[config.mk]
export PLATFORM = sky130hd
export DESIGN_NAME = cs_rr_sequencer
export DESIGN_NICKNAME = d
export VERILOG_FILES = /design/src/rtl/cs_rr_sequencer.sv
export SDC_FILE = /design/constraint.sdc
export NUM_CORES = 1
export LEC_CHECK = 0
export ABC_CLOCK_PERIOD_IN_PS = 9250
export BUFFER_PORTS_ARGS = -buffer_cell sky130_fd_sc_hd__buf_4
export CELL_PAD_IN_SITES_DETAIL_PLACEMENT = 1
export CELL_PAD_IN_SITES_GLOBAL_PLACEMENT = 1
export CORE_MARGIN = 5
export CORE_UTILIZATION = 30
export DETAILED_ROUTE_END_ITERATION = 12
export PLACE_DENSITY_LB_ADDON = 0.1
export SLEW_MARGIN = 15
export SYNTH_ARGS = -nofsm -noshare
export SYNTH_HDL_FRONTEND = slang
export SYNTH_SLANG_ARGS = --single-unit
[constraint.sdc]
create_clock -name clk -period 9.25 [get_ports clk]
set_clock_uncertainty 0.15 [all_clocks]
set_input_delay 0 -clock clk [delete_from_list [all_inputs] [get_ports clk]]
set_output_delay 0 -clock clk [all_outputs]
set_load 0.02 [all_outputs]
[src/rtl/cs_rr_sequencer.sv]
`default_nettype none
// ============================================================================
// Module   : cs_rr_sequencer
// Purpose  : Round-robin owner of one shared 3-to-8 active-low chip-select
//            decode. Grants one requester at a time for a bounded burst and
//            inserts deselected gap cycles between owners. Drives both the
//            encoded select (index + enable) and the decoded one-hot selects.
// Revision : 1.0 - initial release
// ============================================================================
module cs_rr_sequencer #(
   parameter int N_REQ      = 8,   // fixed at 8, index width 3
   parameter int HOLD_W     = 4,   // width of hold_len
   parameter int GAP_CYCLES = 1    // deselected cycles between grants, 1..7
) (
   input  logic              clk,
   input  logic              rst_n,
   input  logic [N_REQ-1:0]  req,
   input  logic [HOLD_W-1:0] hold_len,
   output logic [N_REQ-1:0]  sel_n,
   output logic [2:0]        sel_idx,
   output logic              sel_en,
   output logic              busy
);

   typedef enum logic [1:0] {
      ST_IDLE  = 2'd0,
      ST_GRANT = 2'd1,
      ST_GAP   = 2'd2
   } state_t;

   localparam logic [2:0]        C_GAP_LAST = 3'(GAP_CYCLES);
   localparam logic [HOLD_W-1:0] C_HOLD_ONE = {{(HOLD_W-1){1'b0}}, 1'b1};

   // Registered state and outputs
   state_t            r_state;
   logic [2:0]        r_ptr;
   logic [HOLD_W-1:0] r_hold_cnt;
   logic [HOLD_W-1:0] r_hold_cap;
   logic [2:0]        r_gap_cnt;
   logic [N_REQ-1:0]  r_sel_n;
   logic [2:0]        r_sel_idx;
   logic              r_sel_en;
   logic              r_busy;

   // Next-state values
   state_t            w_state_nxt;
   logic [2:0]        w_ptr_nxt;
   logic [HOLD_W-1:0] w_hold_cnt_nxt;
   logic [HOLD_W-1:0] w_hold_cap_nxt;
   logic [2:0]        w_gap_cnt_nxt;
   logic [N_REQ-1:0]  w_sel_n_nxt;
   logic [2:0]        w_sel_idx_nxt;
   logic              w_sel_en_nxt;
   logic              w_busy_nxt;

   // Arbitration helpers
   logic [2*N_REQ-1:0] w_req_dbl;
   logic [N_REQ-1:0]   w_req_rot;
   logic [2:0]         w_off;
   logic [2:0]         w_win;
   logic [N_REQ-1:0]   w_win_sel_n;
   logic               w_any_req;
   logic [HOLD_W-1:0]  w_hold_eff;
   logic               w_owner_req;
   logic               w_burst_done;

   assign w_req_dbl   = {req, req};
   // Rotate so that bit 0 of w_req_rot corresponds to requester r_ptr
   assign w_req_rot   = w_req_dbl[r_ptr +: N_REQ];
   assign w_any_req   = |req;
   assign w_win       = r_ptr + w_off;
   assign w_win_sel_n = ~(N_REQ'(1) << w_win);
   // A zero burst length still yields a one-cycle grant
   assign w_hold_eff  = (hold_len == '0) ? C_HOLD_ONE : hold_len;
   assign w_owner_req = req[r_sel_idx];
   assign w_burst_done = (r_hold_cnt == r_hold_cap);

   // Lowest set bit of the rotated request vector = offset of the winner from ptr
   always_comb begin
      w_off = 3'd0;
      for (int i = N_REQ - 1; i >= 0; i--) begin
         if (w_req_rot[i]) begin
            w_off = 3'(i);
         end
      end
   end

   // Next-state and next-output decode for the IDLE/GRANT/GAP sequencer
   always_comb begin
      w_state_nxt    = r_state;
      w_ptr_nxt      = r_ptr;
      w_hold_cnt_nxt = r_hold_cnt;
      w_hold_cap_nxt = r_hold_cap;
      w_gap_cnt_nxt  = r_gap_cnt;
      w_sel_n_nxt    = r_sel_n;
      w_sel_idx_nxt  = r_sel_idx;
      w_sel_en_nxt   = r_sel_en;
      w_busy_nxt     = r_busy;

      case (r_state)
         ST_IDLE: begin
            if (w_any_req) begin
               w_state_nxt    = ST_GRANT;
               w_hold_cnt_nxt = C_HOLD_ONE;
               w_hold_cap_nxt = w_hold_eff;
               w_sel_n_nxt    = w_win_sel_n;
               w_sel_idx_nxt  = w_win;
               w_sel_en_nxt   = 1'b1;
               w_busy_nxt     = 1'b1;
            end else begin
               w_sel_n_nxt    = '1;
               w_sel_idx_nxt  = 3'd0;
               w_sel_en_nxt   = 1'b0;
               w_busy_nxt     = 1'b0;
            end
         end

         ST_GRANT: begin
            // Release and burst expiry on the same edge collapse to one exit
            if (!w_owner_req || w_burst_done) begin
               w_state_nxt   = ST_GAP;
               w_ptr_nxt     = r_sel_idx + 3'd1;
               w_gap_cnt_nxt = 3'd1;
               w_sel_n_nxt   = '1;
               w_sel_en_nxt  = 1'b0;
               w_busy_nxt    = 1'b1;
            end else begin
               w_hold_cnt_nxt = r_hold_cnt + C_HOLD_ONE;
            end
         end

         ST_GAP: begin
            if (r_gap_cnt >= C_GAP_LAST) begin
               if (w_any_req) begin
                  w_state_nxt    = ST_GRANT;
                  w_hold_cnt_nxt = C_HOLD_ONE;
                  w_hold_cap_nxt = w_hold_eff;
                  w_sel_n_nxt    = w_win_sel_n;
                  w_sel_idx_nxt  = w_win;
                  w_sel_en_nxt   = 1'b1;
                  w_busy_nxt     = 1'b1;
               end else begin
                  w_state_nxt    = ST_IDLE;
                  w_sel_n_nxt    = '1;
                  w_sel_idx_nxt  = 3'd0;
                  w_sel_en_nxt   = 1'b0;
                  w_busy_nxt     = 1'b0;
               end
            end else begin
               w_gap_cnt_nxt = r_gap_cnt + 3'd1;
            end
         end

         default: begin
            w_state_nxt    = ST_IDLE;
            w_hold_cnt_nxt = '0;
            w_gap_cnt_nxt  = 3'd0;
            w_sel_n_nxt    = '1;
            w_sel_idx_nxt  = 3'd0;
            w_sel_en_nxt   = 1'b0;
            w_busy_nxt     = 1'b0;
         end
      endcase
   end

   // State and output registers with asynchronous active-low reset
   always_ff @(posedge clk or negedge rst_n) begin
      if (!rst_n) begin
         r_state    <= ST_IDLE;
         r_ptr      <= 3'd0;
         r_hold_cnt <= '0;
         r_hold_cap <= C_HOLD_ONE;
         r_gap_cnt  <= 3'd0;
         r_sel_n    <= '1;
         r_sel_idx  <= 3'd0;
         r_sel_en   <= 1'b0;
         r_busy     <= 1'b0;
      end else begin
         r_state    <= w_state_nxt;
         r_ptr      <= w_ptr_nxt;
         r_hold_cnt <= w_hold_cnt_nxt;
         r_hold_cap <= w_hold_cap_nxt;
         r_gap_cnt  <= w_gap_cnt_nxt;
         r_sel_n    <= w_sel_n_nxt;
         r_sel_idx  <= w_sel_idx_nxt;
         r_sel_en   <= w_sel_en_nxt;
         r_busy     <= w_busy_nxt;
      end
   end

   assign sel_n   = r_sel_n;
   assign sel_idx = r_sel_idx;
   assign sel_en  = r_sel_en;
   assign busy    = r_busy;

endmodule
`default_nettype wire

==> results.sh, run 1 <==
export IMPL_antenna_found_initial=0
export IMPL_nets=273
export IMPL_place_detailed_hpwl_um=4280
export IMPL_timing_final_ws_setup_ns=5.61
export IMPL_r2r_setup_slack_ns=5.61
export IMPL_syn_area_per_cell_um2=9.90
export IMPL_finalHoldViolCount=0
export IMPL_swShare_pct=47.4
export IMPL_path_max_fanout=15
export IMPL_cts_setup_buffers=0
export IMPL_grt_pass1_vias=1861
export IMPL_pre_cts_ws_ns=5.61
export IMPL_routed_wl_um=5840
export IMPL_cts_root_buf="clkbuf_8"
export IMPL_relSlewSlack_pct=51.7
export IMPL_die_h_um=94.6
export IMPL_coreArea_um2=6870
export IMPL_slew_violations=0
export IMPL_final_common_cell="nor2_1"
export IMPL_drtIter0Drc=47
export IMPL_ctsResizeCount=0
export IMPL_synth_seq_cells=29
export IMPL_worstSetupPathType="flop to flop"
export IMPL_clk_path_buf_depth=2
export IMPL_path_cells="mux2_2, mux2i_1, o311ai_0, a21oi_1, o21ai_0, a21oi_1, ha_1, inv_1, fa_1, xor2_1, xor2_1, a41oi_2"
export IMPL_cts_clk_slew_worst_paths_ns=0.07
export IMPL_dieArea_um2=8950
export IMPL_grt_setup_unrepaired="false"
export IMPL_drive_gt1_share_pct=27.3
export IMPL_sequentialPowerShare_pct=28.1
export IMPL_start_util_pct=31.3
export IMPL_cts_tree="done"
export IMPL_intPower_mw=0.471
export IMPL_r2r_start="r_ptr[1]$_DFFE_PN0P_"
export IMPL_cp_slowest_stage_delay_ns=0.74
export IMPL_worstSetupStartpointType="flop"
export IMPL_timing_setup_tns_ns=0
export IMPL_setup_violations=0
export IMPL_period_share_pct=39.4
export IMPL_mostFrequentLayoutCells="nor2_1, buf_4, dfrtp_1"
export IMPL_firstDrtPassIters=4
export IMPL_antenna_cells=0
export IMPL_htreeDepth=2
export IMPL_max_freq_ghz=0.274
export IMPL_synth_cells=217
export IMPL_post_drt_wl_per_cell_um=16.9
export IMPL_syn_to_final_growth_pct=19.7
export IMPL_status="finished, final reports clean"
export IMPL_stdcell_count=345
export IMPL_overflow=0
export IMPL_yosysWarnings=0
export IMPL_synth_distinct_cells=45
export IMPL_synth_edff_count=0
export IMPL_tightest_slew_ns=0.725
export IMPL_grt_start_max_net_pins=30
export IMPL_num_rows=30
export IMPL_vias=1794
export IMPL_drc=0
export IMPL_cts_made_buffers=5
export IMPL_post_place_cells=332
export IMPL_arrival_ns=3.68
export IMPL_cp_slowest_cell="dfrtp_1"
export IMPL_drv_cap=0
export IMPL_reg2reg_to="sel_n[5]$_DFFE_PN1P_"
export IMPL_worstSkewPairLatency_ns=0.29
export IMPL_io_pin_count=27
export IMPL_fin_crit_ns=3.64
export IMPL_grtUsageTotal_pct=14.3
export IMPL_grt_pass1_wl_um=9780
export IMPL_synthFlopType="dfrtp_1"
export IMPL_gp_congestion=0.784
export IMPL_rr_worst_depth=12
export IMPL_die_width_um=94.6
export IMPL_syn_area_um2=2150
export IMPL_required_ns=9.28
export IMPL_p_per_area_nw_per_um2=348
export IMPL_clock_sinks=29
export IMPL_switchingPower_mw=0.425
export IMPL_io_buffers=26
export IMPL_combPwrFrac_pct=59.6
export IMPL_syn_nets=242
export IMPL_drtAntennaViolNets=0
export IMPL_crit_path_end_kind="flop"
export IMPL_synthArstFlopShare_pct=100
export IMPL_p_leak_nw=1.06
export IMPL_pwr_share_clk_pct=12.3
export IMPL_ir_worst_vdd_mv=0.158
export IMPL_ys_seq_area_share_pct=34.3
export IMPL_hold_path_class="primary input to asynchronous set/reset pin"
export IMPL_total_power_mw=0.896
export IMPL_vias_per_cell=5.20
export IMPL_post_route_util_pct=37.4
==> power groups by stage <==
stage	combinational (mW)	clock [mW]	sequential (mW)
after floorplan	0.413	0	0.231
after global placement	0.534	0	0.254
after detailed placement	0.533	0	0.256
after CTS	0.540	0.115	0.254
after global routing	0.594	0.123	0.262
final	0.534	0.110	0.252
==> kinds of logic after synthesis <==
group | Yosys count | synth area share, %
and+or+nand+nor | 67 | 14.0
AOI/OAI and AO/OA | 50 | 14.7
muxes | 31 | 22.6
DFF | 29 | 34.3
buffers and inverters | 21 | 3.96
adders and majority gates | 11 | 6.76
xor gates and xnor gates | 8 | 3.61
==> flip-flops by register name (all words and copies together), names as in the netlist <==
register and count:
busy 1, r_gap_cnt 3, r_hold_cap 4, r_hold_cnt 4
r_ptr 3, r_state 2, sel_en 1, sel_idx 3
sel_n 8
==> area by class of cell <==
cell class / instances / area, um2
Timing Repair Buffer: 31 / 245
Fill cell: 795 / 4300
Tap cell: 96 / 120
Sequential cell: 29 / 737
Inverter: 14 / 52.6
Clock buffer: 8 / 90.1
Multi-Input combinational cell: 167 / 1330
==> worst max-delay path: cells and delay by family (launching register included) <==
family,cells,cell delay (ns)
xor gates and xnor gates,2,0.68
muxes,2,0.67
DFF,1,0.74
AOI/OAI and AO/OA,5,0.75
adders and majority gates,2,0.52
buffers and inverters,1,0.05
==> through the flow <==
step / area [um2] / hold WS, ns
floorplan: 2150 / -0.446
global placement: 2430 / -0.193
detailed placement: 2430 / -0.191
CTS: 2570 / 0.0165
global route: 2570 / 0.0513
finish: 2570 / 0.0185
==> cells in the mapped netlist, drive strengths merged (8+ instances only) <==
library cell | number | area (um2)
nor2 | 28 | 105
dfstp | 9 | 236
mux4 | 13 | 293
mux2i | 8 | 80.1
dfrtp | 20 | 500
ha | 10 | 125
o21ai | 15 | 78.8
a21oi | 13 | 65.1
nand2 | 16 | 60.1
inv | 13 | 48.8
mux2 | 10 | 113
==> worst max path at each step <==
| stage | cells past startpoint | to | startpoint | slack [ns] |
|---|---|---|---|---|
| after floorplan | 13 | sel_n[5]$_DFFE_PN1P_ | r_ptr[0]$_DFFE_PN0P_ | 5.97 |
| after global placement | 12 | sel_n[5]$_DFFE_PN1P_ | r_ptr[1]$_DFFE_PN0P_ | 5.66 |
| after detailed placement | 12 | sel_n[5]$_DFFE_PN1P_ | r_ptr[1]$_DFFE_PN0P_ | 5.61 |
| after CTS | 12 | sel_n[5]$_DFFE_PN1P_ | r_ptr[1]$_DFFE_PN0P_ | 5.59 |
| after global routing | 12 | sel_n[6]$_DFFE_PN1P_ | r_ptr[1]$_DFFE_PN0P_ | 5.37 |
| final | 12 | sel_n[5]$_DFFE_PN1P_ | r_ptr[1]$_DFFE_PN0P_ | 5.61 |
==> per-layer routing <==
metal	global-route usage [%]	vias to the layer above	routed length, um
li1	-	861	-
met1	20.4	894	2900
met5	0	-	0
met4	5.05	0	92
met2	21.6	31	2610
met3	2.55	8	244
==> timing repair <==
action / CTS / global route
hold buffers: 5 / 0
endpoints found under the setup margin: 0 / 0
endpoints found under the hold margin: 33 / 0
No activity file was read; power rests on OpenSTA's default activity.
==> run 2, diff against run 1 <==
- ABC_CLOCK_PERIOD_IN_PS: 9250 -> 3350
- clock period: 9.25 -> 3.35 ns (I/O delays scaled with it)
==> run 2 against run 1 <==
Critical path depth decreased by 2. Sequential power increased by 150%. Sequential share of layout area down 1.3 points. Count of clock-buffer cells in the layout shrank 2. Clock power rose to 2.5 times the previous value. Via count is 2.0% higher. Wire length is 6.5% higher.
==> results.sh, run 2 (synthesis gave the netlist of run 1 again) <==
export IMPL_worstSetupStartpointType="flop"
export IMPL_firstDrtPassIters=4
export IMPL_dieArea_um2=8950
export IMPL_drc=0
export IMPL_place_detailed_hpwl_um=4530
export IMPL_antenna_cells=0
export IMPL_max_freq_ghz=0.317
export IMPL_mostFrequentLayoutCells="buf_4, nor2_1, dfrtp_1"
export IMPL_cts_made_buffers=5
export IMPL_drtAntennaViolNets=0
export IMPL_grtUsageTotal_pct=15.1
export IMPL_largest_reg_flops=8
export IMPL_grt_setup_unrepaired="false"
export IMPL_cts_tree="done"
export IMPL_status="finished, final reports clean"
export IMPL_pre_cts_ws_ns=-0.0173
export IMPL_vias_per_cell=5.15
export IMPL_grt_start_max_net_pins=30
export IMPL_nets=283
export IMPL_htreeDepth=2
export IMPL_clk_path_buf_depth=2
export IMPL_finalHoldViolCount=0
export IMPL_post_route_util_pct=39.2
export IMPL_cp_slowest_cell="mux4_2"
export IMPL_coreArea_um2=6870
export IMPL_relSlewSlack_pct=59.5
export IMPL_cts_root_buf="clkbuf_8"
export IMPL_grt_pass1_wl_um=10400
export IMPL_die_width_um=94.6
export IMPL_setup_violations=0
export IMPL_drtIter0Drc=62
export IMPL_drv_cap=0
export IMPL_final_common_cell="buf_4"
export IMPL_hold_path_class="primary input to asynchronous set/reset pin"
export IMPL_start_util_pct=31.3
export IMPL_required_ns=3.38
export IMPL_arrival_ns=3.19
export IMPL_worstSkewPairLatency_ns=0.28
export IMPL_crit_path_end_kind="flop"
export IMPL_worstSetupPathType="flop to flop"
export IMPL_cp_slowest_stage_delay_ns=0.53
export IMPL_drive_gt1_share_pct=32.4
export IMPL_path_cells="buf_4, inv_2, mux4_2, mux2_2, nor2b_1, o21bai_1, fa_2, xor2_4, xnor2_4, o31ai_1"
export IMPL_slew_violations=0
export IMPL_die_h_um=94.6
export IMPL_period_share_pct=94.2
export IMPL_routed_wl_um=6220
export IMPL_num_fill_cells=800
export IMPL_clock_sinks=29
export IMPL_fin_crit_ns=3.16
export IMPL_total_power_mw=2.67
export IMPL_grt_pass1_vias=1924
export IMPL_p_leak_nw=1.12
export IMPL_ir_worst_vdd_mv=0.364
export IMPL_syn_to_final_growth_pct=25.5
export IMPL_path_max_fanout=6
export IMPL_gp_congestion=0.858
export IMPL_timing_final_ws_setup_ns=0.193
export IMPL_timing_setup_tns_ns=0
export IMPL_io_pin_count=27
export IMPL_tightest_slew_ns=0.604
export IMPL_cts_clk_slew_worst_paths_ns=0.07
export IMPL_post_drt_wl_per_cell_um=17.5
export IMPL_vias=1830
export IMPL_overflow=0
export IMPL_num_rows=30
export IMPL_p_per_area_nw_per_um2=989
export IMPL_io_buffers=26
export IMPL_antenna_found_initial=0
==> run 2: cell types whose count changed in the layout (fill, tap and decap cells not counted), moves of 2 or more <==
cell / before / now
buf_4: 26 / 36
clkinv_2: 0 / 2
xor2_1: 7 / 5
xor2_4: 0 / 2
==> run 2: worst paths after layout <==
path / endpoint / from / slack [ns] / cells past startpoint
setup / recovery: sel_idx[2]$_DFFE_PN0P_ / r_ptr[1]$_DFFE_PN0P_ / 0.19 / 10
hold / removal: r_gap_cnt[0]$_DFFE_PN0P_ / rst_n / 0.04 / 2
setup reg to reg: sel_idx[2]$_DFFE_PN0P_ / r_ptr[1]$_DFFE_PN0P_ / 0.19 / 10
hold reg to reg: r_gap_cnt[2]$_DFFE_PN0P_ / r_gap_cnt[2]$_DFFE_PN0P_ / 0.35 / 1
max in group asynchronous: sel_n[1]$_DFFE_PN1P_ / rst_n / 2.69 / 2
min in group clk: r_state[1]$_DFFE_PN0P_ / req[5] / 0.04 / 4
==> run 2: cell type report <==
cell class,instances,area (um2),share of cell area (%)
timing repair buffer,41,320,11.9
sequential,29,738,27.4
inverter,14,52.6,1.95
multi-input combinational,167,1380,51.3
tap,96,120,4.46
clock inverter,2,10.0,0.371
clock buffer,6,72.6,2.69
==> run 2: per-stage QoR <==
stage	hold slack, ns	cell area (um2)	std cells
final	0.0352	2700	355
after CTS	0.0187	2650	354
after floorplan	-0.446	2150	217
after global routing	0.0519	2700	355
after detailed placement	-0.189	2500	341
after global placement	-0.190	2500	341
==> run 2: repair_timing <==
item                                   4_1_cts  5_1_grt
resized for setup                            2        7
pin swaps                                    0        1
setup buffers                                0        1
endpoints found under the hold margin       33        0
hold buffers                                 5        0
setup endpoints to repair                    4        9
==> run 2: per-layer routing <==
layer | up-vias | routed length [um] | track usage [%]
met3 | 6 | 234 | 3.11
met1 | 909 | 3020 | 21.3
met5 | - | 0 | 0
met2 | 38 | 2900 | 23.3
li1 | 877 | - | -
met4 | 0 | 65 | 4.33
==> run 2: power by group <==
group	switching (mW)	leakage, nW	internal [mW]
Clock	0.134	0.0450	0.144
Combinational	0.987	0.729	0.773
Sequential	0.131	0.345	0.498
==> run 2: critical path, delay by kind of cell (launching register included) <==
| family | cells | cell delay, ns |
|---|---|---|
| mux | 2 | 0.83 |
| flops | 1 | 0.45 |
| compound gates | 2 | 0.45 |
| xor+xnor | 2 | 0.42 |
| buf+inv | 2 | 0.32 |
| fa+ha+maj | 1 | 0.30 |
| simple gates | 1 | 0.14 |
